File: config.mk
export PLATFORM = sky130hd
export DESIGN_NAME = signed_mult_seq_flat
export DESIGN_NICKNAME = d
export VERILOG_FILES = /design/src/rtl/signed_mult_seq_if.sv /design/src/rtl/signed_mult_seq.sv /design/src/flat_wrapper.sv
export SDC_FILE = /design/constraint.sdc
export NUM_CORES = 1
export LEC_CHECK = 0
export CAP_MARGIN = 10
export CORE_MARGIN = 2
export CORE_UTILIZATION = 40
export CTS_BUF_LIST = sky130_fd_sc_hd__clkbuf_4 sky130_fd_sc_hd__clkbuf_8
export DETAILED_ROUTE_END_ITERATION = 12
export PLACE_DENSITY = 0.57
export SETUP_SLACK_MARGIN = 0.5
export SYNTH_ARGS = -nofsm -noshare
export SYNTH_HDL_FRONTEND = slang
export SYNTH_SLANG_ARGS = --single-unit
File: constraint.sdc
create_clock -name clk -period 6.6 [get_ports clk]
set_clock_uncertainty 0.05 [all_clocks]
set_input_delay 0.99 -clock clk [delete_from_list [all_inputs] [get_ports clk]]
set_output_delay 0.99 -clock clk [all_outputs]
set_load 0.03 [all_outputs]
File: src/rtl/signed_mult_seq_if.sv
// Operand/result handshake bundle for signed_mult_seq.
// The master side presents the operands and consumes the product. The slave side is the multiplier.
interface signed_mult_seq_if #(
  parameter int WIDTH = 16
);
  logic                 in_valid;
  logic                 in_ready;
  logic [WIDTH-1:0]     a;
  logic [WIDTH-1:0]     b;
  logic                 out_valid;
  logic                 out_ready;
  logic [2*WIDTH-1:0]   product;
  logic                 busy;
  logic                 ovf;

  modport master (
    output in_valid, a, b, out_ready,
    input  in_ready, out_valid, product, busy, ovf
  );

  modport slave (
    input  in_valid, a, b, out_ready,
    output in_ready, out_valid, product, busy, ovf
  );
endinterface

File: src/rtl/signed_mult_seq.sv
// Multi-cycle signed WIDTH x WIDTH multiplier: sign-magnitude conversion, shift-add, then sign fixup.
// Define SIGNED_MULT_OVF_EN to register a signed-WIDTH overflow flag alongside the product.
module signed_mult_seq #(
  parameter int WIDTH = 16
) (
  input logic            clk,
  input logic            rst,
  signed_mult_seq_if.slave bus
);

  localparam int CW = (WIDTH > 1) ? $clog2(WIDTH) : 1;

  typedef enum logic [2:0] {IDLE, ABS, MUL, FIX, DONE} state_t;

  state_t               state;
  logic [WIDTH-1:0]     op_a;
  logic [WIDTH-1:0]     op_b;
  logic                 neg;
  logic [2*WIDTH-1:0]   acc;
  logic [CW-1:0]        count;

  logic [WIDTH:0]       sum;
  logic [WIDTH-1:0]     abs_a;
  logic [WIDTH-1:0]     abs_b;
  logic [2*WIDTH-1:0]   fixed;

  // op_a/op_b hold the raw operands in ABS and the magnitudes from MUL on.
  // The magnitude is unsigned WIDTH bits, so MIN_INT maps to 2**(WIDTH-1).
  always_comb begin
    abs_a = op_a[WIDTH-1] ? ('0 - op_a) : op_a;
    abs_b = op_b[WIDTH-1] ? ('0 - op_b) : op_b;
    sum   = {1'b0, acc[2*WIDTH-1:WIDTH]} + (op_b[0] ? {1'b0, op_a} : '0);
    fixed = neg ? ('0 - acc) : acc;
  end

`ifdef SIGNED_MULT_OVF_EN
  logic [WIDTH:0] top_bits;
  assign top_bits = fixed[2*WIDTH-1:WIDTH-1];
`else
  assign bus.ovf = 1'b0;
`endif

  always_ff @(posedge clk) begin
    if (rst) begin
      state         <= IDLE;
      bus.in_ready  <= 1'b1;
      bus.out_valid <= 1'b0;
      bus.busy      <= 1'b0;
      bus.product   <= '0;
      op_a          <= '0;
      op_b          <= '0;
      neg           <= 1'b0;
      acc           <= '0;
      count         <= '0;
`ifdef SIGNED_MULT_OVF_EN
      bus.ovf       <= 1'b0;
`endif
    end else begin
      case (state)
        IDLE: begin
          if (bus.in_valid) begin
            op_a         <= bus.a;
            op_b         <= bus.b;
            neg          <= bus.a[WIDTH-1] ^ bus.b[WIDTH-1];
            bus.in_ready <= 1'b0;
            bus.busy     <= 1'b1;
            state        <= ABS;
          end
        end
        ABS: begin
          op_a  <= abs_a;
          op_b  <= abs_b;
          acc   <= '0;
          count <= CW'(WIDTH - 1);
          state <= MUL;
        end
        MUL: begin
          // The carry lands in the top bit while the low half collects the shifted-out product bits.
          acc  <= {sum, acc[WIDTH-1:1]};
          op_b <= op_b >> 1;
          if (count == '0) begin
            state <= FIX;
          end else begin
            count <= count - CW'(1);
          end
        end
        FIX: begin
          bus.product   <= fixed;
`ifdef SIGNED_MULT_OVF_EN
          bus.ovf       <= ~((&top_bits) | (~|top_bits));
`endif
          bus.out_valid <= 1'b1;
          state         <= DONE;
        end
        DONE: begin
          if (bus.out_ready) begin
            bus.out_valid <= 1'b0;
            bus.in_ready  <= 1'b1;
            bus.busy      <= 1'b0;
            state         <= IDLE;
          end
        end
        default: state <= IDLE;
      endcase
    end
  end

endmodule
File: src/flat_wrapper.sv
// flat-port wrapper written by rule: the top's interface ports become plain ports
module signed_mult_seq_flat 
#(
  parameter int WIDTH = 16
)
  (clk, rst, bus_in_valid, bus_a, bus_b, bus_out_ready, bus_in_ready, bus_out_valid, bus_product, bus_busy, bus_ovf);
  signed_mult_seq_if #(.WIDTH(WIDTH)) bus_i ();
  input logic clk;
  input logic rst;
  input wire logic [$bits(bus_i.in_valid)-1:0] bus_in_valid;
  input wire logic [$bits(bus_i.a)-1:0] bus_a;
  input wire logic [$bits(bus_i.b)-1:0] bus_b;
  input wire logic [$bits(bus_i.out_ready)-1:0] bus_out_ready;
  output wire logic [$bits(bus_i.in_ready)-1:0] bus_in_ready;
  output wire logic [$bits(bus_i.out_valid)-1:0] bus_out_valid;
  output wire logic [$bits(bus_i.product)-1:0] bus_product;
  output wire logic [$bits(bus_i.busy)-1:0] bus_busy;
  output wire logic [$bits(bus_i.ovf)-1:0] bus_ovf;
  assign bus_i.in_valid = bus_in_valid;
  assign bus_i.a = bus_a;
  assign bus_i.b = bus_b;
  assign bus_i.out_ready = bus_out_ready;
  assign bus_in_ready = bus_i.in_ready;
  assign bus_out_valid = bus_i.out_valid;
  assign bus_product = bus_i.product;
  assign bus_busy = bus_i.busy;
  assign bus_ovf = bus_i.ovf;
  signed_mult_seq #(.WIDTH(WIDTH)) u_core (.clk(clk), .rst(rst), .bus(bus_i));
endmodule
=== Word-level counts from Yosys, hierarchy flattened ===
Index checks and enable logic that the tools add are counted.

* Output and inout port bits: 36
* Register bits: 107

* Bitwise operators: 1
* Reduce and logical (&&, ||, !) cells: 16
* Muxes and demuxes: 22
* Add/sub/neg operators: 5
* Eq/ne operators: 10

{| class="wikitable"
|+ Operator list
! operator !! count
|-
| $mux W16 || 5
|-
| $pmux W32 S2 || 1
|-
| $pmux W16 S3 || 1
|-
| $mux W32 || 1
|-
| $pmux W16 S2 || 1
|-
| $sub A1 B16 Y16 const A || 2
|-
| $sub A1 B32 Y32 const A || 1
|-
| $add A16 B17 Y17 || 1
|-
| $pmux W3 S5 || 1
|-
| $reduce_and A3 Y1 || 4
|-
| $reduce_and A2 Y1 || 5
|-
| $mux W3 || 3
|-
| $pmux W4 S2 || 1
|-
| $reduce_bool A2 Y1 || 4
|-
| $eq A3 B2 Y1 const B || 2
|-
| $ne A2 B1 Y1 const B || 3
|-
| $ne A2 B2 Y1 const B || 3
|-
| $pmux W1 S2 || 3
|-
| $logic_not A4 Y1 || 1
|-
| $mux W1 || 4
|-
| $mux W4 || 1
|-
| $sub A4 B1 Y4 const B || 1
|-
| $eq A3 B1 Y1 const B || 1
|-
| $eq A3 B3 Y1 const B || 1
|-
| 3 further kinds || 3
|}

=== Logic depth before layout (Yosys ltp) ===
* Depth after elaboration: 3
* Gate-level depth with buffers: 12

=== Worst setup path after synthesis ===
Ideal clock, no wire load.

* Kind: register to register
* Start point: register u_core.op_b[0]
* End point: register u_core.acc[31]
* Stages on the path, launching flop included: 13
* Buffers on the path: 1
* Data arrival time: 2.552 ns
* Clock period less this slack: 2.717 ns
* Slack: 3.883 ns
* Path through: dfxtp_1 > clkbuf_1 > inv_1 > nor2_1 > ha_1 > inv_1 > fa_1 > nand2b_1 > a21o_1 > a21bo_2 > o21ai_0 > nand2b_1 > a2111oi_0

* Cells in the longest elaborated chain, start to end: 3

{| class="wikitable"
|+ RTL lines
! item !! RTL line !! text
|-
| from (decl) || signed_mult_seq.sv:17 || <nowiki>logic [WIDTH-1:0] op_b;</nowiki>
|-
| from (signal assigned) || signed_mult_seq.sv:63 || <nowiki>op_b <= bus.b;</nowiki>
|-
| from (signal assigned) || signed_mult_seq.sv:72 || <nowiki>op_b <= abs_b;</nowiki>
|-
| from (signal assigned) || signed_mult_seq.sv:80 || <nowiki>op_b <= op_b >> 1;</nowiki>
|-
| $mux W16 || signed_mult_seq.sv:32 || <nowiki>sum = {1'b0, acc[2*WIDTH-1:WIDTH]} + (op_b[0] ? {1'b0, op_a} : '0);</nowiki>
|-
| $add A16 B17 Y17 || signed_mult_seq.sv:32 ||
|-
| $pmux W32 S2 || signed_mult_seq.sv:59 || <nowiki>case (state)</nowiki>
|-
| to (signal assigned) || signed_mult_seq.sv:79 || <nowiki>acc <= {sum, acc[WIDTH-1:1]};</nowiki>
|-
| to (decl) || signed_mult_seq.sv:19 || <nowiki>logic [2*WIDTH-1:0] acc;</nowiki>
|}

Every way passes these cells.
A chain may end at the register's enable or synchronous reset.

=== Final worst setup path ===
Ends and elaborated chain as after synthesis.

==> flow_metrics.py <==
metrics = {
    "status": {
        "run_status": "finished, final reports clean",
    },
    "route": {
        "ant_nets": 0,
        "routed_via_density": 5.81,
        "routedWlPerCell_um": 15.8,
        "drc": 0,
        "drt-initial-drc-count": 569,
        "routed_wl_um": 16000,
        "firstDrtPassIters": 7,
        "vias": 5880,
    },
    "sta": {
        "setup_viol": 0,
        "tightest_slew_ps": 1070,
        "fmaxAchievable_ghz": 0.335,
        "finalCritPeriodShare_pct": 45.2,
        "layout_min_cycle_time_ps": 2980,
        "slew_headroom_pct": 28.4,
        "setup_ws_ps": 3620,
        "rsz0062_at_grt": "no",
        "tns_ps": 0,
        "finalHoldViolCount": 0,
        "drv_slew": 0,
    },
    "floorplan": {
        "rows": 45,
        "die_area_um2": 16500,
        "fp.coreArea_um2": 15100,
        "io_pins": 72,
        "die_h_um": 128,
        "die_x_um": 128,
        "initial_core_util_pct": 40.8,
    },
    "worst_setup_path": {
        "r2r_slack_ps": 3620,
        "critical_path_required_ps": 6840,
        "crit_fanout": 19,
        "worst-setup-path-type": "flip-flop to flip-flop",
        "start_kind": "flip-flop",
        "critPathArrivalTime_ps": 3230,
        "endpoint_kind": "flip-flop",
    },
    "run": {
        "drv_cap": 0,
    },
    "clock_tree": {
        "cts_root_buf": "clkbuf_8",
        "cts-resized-gates": 0,
        "cts_setup_buffers": 0,
        "cts_buffers": 9,
        "numClockSinks": 107,
        "clkLatencyLatePin_ps": 410,
        "clkTransAtPathRegs_ps": 110,
        "clk_path_buf_depth": 2,
        "cts_tree": "done",
        "ctsHoldBuffers": 0,
        "ctsHtreeMaxLevel": 3,
    },
    "synth": {
        "netlist_instances": 776,
        "synth_cell_type_count": 66,
        "ys.flop_type": "dfxtp_1",
        "synth_edf_count": 0,
        "synthDominantCellAreaShare_pct": 34.7,
        "ys_async_sr_fraction_pct": 0,
        "yosys_warnings": 0,
        "syn_avg_cell_area_um2": 7.96,
        "syn_nets": 833,
        "synth.cell_area_um2": 6180,
        "synth.ff_latch_count": 107,
        "ys_seq_area_share_pct": 34.7,
        "yosys.area.top_type": "dfxtp_1",
        "synthTopCellsByArea": "dfxtp_1 (35%), nor2_1 (5.9%), a21oi_1 (4.9%)",
    },
    "global_routing": {
        "grt_pass1_vias": 5331,
        "gr-total-overflow": 0,
        "grt_util_all_layers_pct": 19.6,
        "grt_max_degree": 74,
        "grt_antenna_before_repair": 0,
        "grt_pass1_wl_um": 26400,
    },
    "pwr": {
        "p_leak_nw": 2.72,
        "swShare_pct": 44.1,
        "clkPwrFrac_pct": 18.4,
        "p_per_area_nw_per_um2": 336,
        "p_int_w": 0.00136,
        "seq_power_share_pct": 38.2,
        "switchingPower_w": 0.00107,
        "p_comb_share_pct": 43.4,
        "finalPower_w": 0.00243,
        "vdd_drop_max_mv": 0.239,
    },
    "placement": {
        "gp_congestion": 0.892,
        "pre_cts_slack_ps": 3340,
        "io_buffers": 70,
        "hpwlAfterDp_um": 11400,
    },
    "finish": {
        "num-nets-final": 876,
        "final_cell_mix": "dfxtp_1 (107), nor2_1 (95), clkdlybuf4s50_1 (69)",
        "drive_above_1_share_pct": 4.61,
        "num_antenna_cells": 0,
        "areaGrowthSynthToFinish_pct": 16.8,
        "n_fill_cell": 1472,
        "final_common_cell": "dfxtp_1",
    },
    "hold_path": {
        "min_path_type": "flip-flop to flip-flop",
    },
}
## cell usage after synthesis (all sizes together), types with 5 or more instances
master,n
o211ai,5
or3,10
a22o,5
o31ai,8
a21oi,61
xnor2,16
nand2,65
a211oi,24
a22oi,28
and2,17
nand2b,12
nor3,40
ha,20
nor2,97
xor2,19
nand3,17
buf,8
o21ai,37
nor2b,13
a31oi,7
a311o,5
inv,12
dfxtp,107
nor3b,14
a222oi,8
nor4,6
clkbuf,37
o22ai,6
mux2i,9
nand3b,6
## power groups by stage
stage	clock (W)	combinational, W	sequential, W
floorplan	0	0.000787	0.000910
global placement	0	0.00103	0.000931
detailed placement	0	0.00104	0.000939
CTS	0.000460	0.00105	0.000924
global route	0.000484	0.00118	0.000951
finish	0.000447	0.00105	0.000927
## area by class of cell
class                      instances  area [µm²]  share of cell area (%)
clock buffer                       9         124                    1.72
inverter                          12        45.0                   0.624
sequential                       107        2140                    29.7
multi-input combinational        612        3830                    53.0
timing repair buffer              77         748                    10.4
clock inverter                     7        95.1                    1.32
tap                              188         235                    3.26
## layer usage
metal,share of wire (%),GRT usage [%],wire length (µm)
met1,49,27.6,7860
met2,44,30.4,7110
met3,5.7,4.88,907
met4,0.71,4.14,114
met5,0,0,0
## flip-flops by register name, indices dropped and copies added (netlist names)
register and flops:
u_core.op_b 16, u_core.neg 1, u_core.state 3, u_core.acc 32, u_core.bus.out_valid 1, u_core.bus.product 32
u_core.count 4, u_core.bus.in_ready 1, u_core.bus.busy 1, u_core.op_a 16
## cells by family after synthesis
group,after synthesis,synth area share [%]
AOI/OAI and AO/OA,232,25.4
xor gates and xnor gates,35,4.96
adders and majority gates,21,4.37
buffers and inverters,57,3.56
DFF,107,34.7
muxes,9,1.46
other,1,0.0607
and+or+nand+nor,314,25.5
## worst max-delay path, stage by stage (launching register included)
cell       delay (ps)
dfxtp_1           650
inv_1             120
nor2_1            110
ha_1              190
inv_1              60
fa_1              370
nand2b_1          200
a21o_1            200
a21bo_2           210
o21ai_0           260
nand2b_1          100
a2111oi_0         360
## stage by stage
step           cells  util [%]  cell area (µm²)  hold WS [ps]
6_report        1012      47.6             7220           407
5_1_grt         1012      47.6             7220           431
4_1_cts         1012      47.6             7220           411
3_5_place_dp     996      46.2             7000           389
3_3_place_gp     996      46.2             7000           387
2_1_floorplan    776         -             6180           404
## final timing paths
path / from / endpoint / cells after the start
worst max-delay path: u_core.op_b[0] / u_core.acc[31] / 11
worst min-delay path: u_core.bus.out_valid / u_core.bus.out_valid / 2
worst max register to register: u_core.op_b[0] / u_core.acc[31] / 11
worst min register to register: u_core.bus.out_valid / u_core.bus.out_valid / 2
No activity file was read; power rests on OpenSTA's default activity.
==> RTL edit, RTL diff (same settings) <==
Build with the macro `SIGNED_MULT_OVF_EN` defined.
--- a/src/rtl/signed_mult_seq.sv
+++ b/src/rtl/signed_mult_seq.sv
@@ -1,4 +1,6 @@
 // Multi-cycle signed WIDTH x WIDTH multiplier: sign-magnitude conversion, shift-add, then sign fixup.
 // Define SIGNED_MULT_OVF_EN to register a signed-WIDTH overflow flag alongside the product.
+`define SIGNED_MULT_OVF_EN
+
 module signed_mult_seq #(
   parameter int WIDTH = 16
Behaviour: no difference found for any inputs over 10 cycles, from zero or initial values and one cycle with rst high; that may be too few to reach the edited logic, so the function may still have changed.
==> RTL edit against the unedited design <==
- total power decreased by 4.5%
- via count about the same
- clock power decreased by 12%
- cell count decreased by 1.2%
- first-iteration DRC count decreased by 6.3%
- core utilization decreased by 0.42 points
- sequential cell count increased by 1
- area after synthesis decreased by 0.14%
- setup slack got worse by 0.33 ns
- routed wire length increased by 7.2%
- worst hold slack improved by 0.00063 ns
- design area decreased by 0.88%
- highest routed layer unchanged
==> RTL edit: results (changes against the unedited design) <==
[global_route] wire length of the first global-routing pass 27.90 mm [was 26.39 mm]
[global_route] pin count of the biggest net entering global routing 109 [was 74]
[logic_synthesis] count of distinct cell types in the synthesized netlist 58 [was 66]
[route] via count 5883 [was 5880]
[logic_synthesis] xor-xnor portion of the synthesized cell area 0.07097 [was 0.04961]
[logic_synthesis] portion of netlist area occupied by mux cells 0.003244 [was 0.01458]
[power_and_ir_drop] Max rail drop VDD 0.1987 mV [was 0.2391 mV]
[place] total half-perimeter wirelength after legalization and detailed placement 11.87 mm [was 11.35 mm]
[critical_path] Crit Path Max Fanout 18 [was 19]
[logic_synthesis] post-synthesis compound-gate area fraction 0.2504 [was 0.2543]
[route] number of DRC markers in iteration 0 533 [was 569]
[place] Worst Setup Slack post-DPL 3.013 ns [was 3.343 ns]
[cells_and_area] fraction of final layout cells sized beyond drive strength 1 0.04064 [was 0.04612]
[critical_path] register-to-register setup slack 3.28 ns [was 3.62 ns]
[logic_synthesis] post-synthesis net count 830 [was 833]
[global_route] global-route usage over all layers 0.2090 [was 0.1962]
[logic_synthesis] number of warnings reported in the yosys synthesis log 0 [unchanged]
[status] result of the run finished, final reports clean [unchanged]
[logic_synthesis] leading post-synthesis cells by cell area sky130_fd_sc_hd__dfxtp_1 (35%), sky130_fd_sc_hd__nor2_1 (6.6%), sky130_fd_sc_hd__a211oi_1 (4.5%), sky130_fd_sc_hd__xor2_1 (4.3%), sky130_fd_sc_hd__ha_1 (4.1%) [was sky130_fd_sc_hd__dfxtp_1 (35%), sky130_fd_sc_hd__nor2_1 (5.9%), sky130_fd_sc_hd__a21oi_1 (4.9%), sky130_fd_sc_hd__ha_1 (4.0%), sky130_fd_sc_hd__nand2_1 (3.9%)]
[route] total detailed-routing wirelength 17.13 mm [was 15.99 mm]
[timing] Max-slew headroom 0.2305 [was 0.2839]
[critical_path] count of cells along the worst register-to-register path 13 [was 11]
[critical_path] endpoint arrival time on the critical path 3.57 ns [was 3.23 ns]
[cts] clock network latency to the later pin of the worst-skew pair 0.39 ns [was 0.41 ns]
[logic_synthesis] share of synthesized cell area in full adder, half adder and majority cells 0.04380 [was 0.04373]
[critical_path] capture point of the critical path u_core.acc[31] [unchanged]
[timing] Hold Worst Slack 0.4081 ns [was 0.4075 ns]
[place] number of buffer cells added on primary ports 71 [was 70]
[logic_synthesis] share of synthesized area occupied by flip-flops and latches 0.3504 [was 0.3466]
[critical_path] launching point of the worst reg2reg path u_core.op_b[0] [unchanged]
[power_and_ir_drop] leakage 2.585 nW [was 2.724 nW]
[timing] f_max 0.3013 GHz [was 0.3350 GHz]
[RTL edit: cell types whose count changed after synthesis, sizes merged, moves of 7 or more]
cell / change
clkbuf: +11
o21ai: -7
inv: +7
xor2: +11
a211oi: +13
a21oi: -12
nor2: +11
nor2b: -10
nor3b: -9
mux2i: -7
nand2: -10
[RTL edit: logic make-up after synthesis]
kind of cell / count (synthesis)
and+or+nand+nor: 300
AOI/OAI and AO/OA: 220
DFF: 108
buffers and inverters: 72
xor gates and xnor gates: 50
adders and majority gates: 21
muxes: 2
[RTL edit: routing by layer]
layer / global-route usage / part of all wire
met4: 0.05753 / 0.013
met2: 0.3467 / 0.47
met5: 0 / 0
met1: 0.2776 / 0.47
met3: 0.04007 / 0.045
[RTL edit: power by group]
| group | switching, mW | total (mW) | internal [mW] |
|---|---|---|---|
| clock network | 0.251 | 0.394 | 0.143 |
| logic | 0.629 | 1.01 | 0.381 |
| registers | 0.141 | 0.914 | 0.773 |
| total | 1.02 | 2.32 | 1.30 |
[RTL edit: metrics by stage]
stage | cell area, um^2 | total power, mW | cells
floorplan | 6171 | 1.615 | 773
global placement | 6952 | 1.874 | 983
detailed placement | 6952 | 1.909 | 983
CTS | 7133 | 2.313 | 999
global route | 7153 | 2.486 | 1000
finish | 7153 | 2.318 | 1000
[RTL edit: cell type report]
class                           instances  area [um^2]
Sequential cell                       108         2162
Timing Repair Buffer                   76        758.2
Clock inverter                          7        57.56
Clock buffer                            9        123.9
Fill cell                            1513         7993
Inverter                               19        71.32
Multi-Input combinational cell        593         3745
Tap cell                              188        235.2
[RTL edit: worst reg2reg max path, delay by kind of cell (launching register included)]
family                   cells  cell delay (ns)
adder cells (fa/ha/maj)      2             0.60
buffers and inverters        2             0.26
flip-flops                   1             0.66
AO/OA/AOI/OAI                6             1.14
AND/OR/NAND/NOR              3             0.55
[RTL edit: worst min-delay path by stage]
stage / from / to / depth (start not counted)
global placement: u_core.bus.in_ready / u_core.bus.in_ready / 2
finish: u_core.bus.in_ready / u_core.bus.in_ready / 2
global route: u_core.bus.in_ready / u_core.bus.in_ready / 2
CTS: u_core.bus.in_ready / u_core.bus.in_ready / 2
floorplan: u_core.count[0] / u_core.count[0] / 1
detailed placement: u_core.bus.in_ready / u_core.bus.in_ready / 2
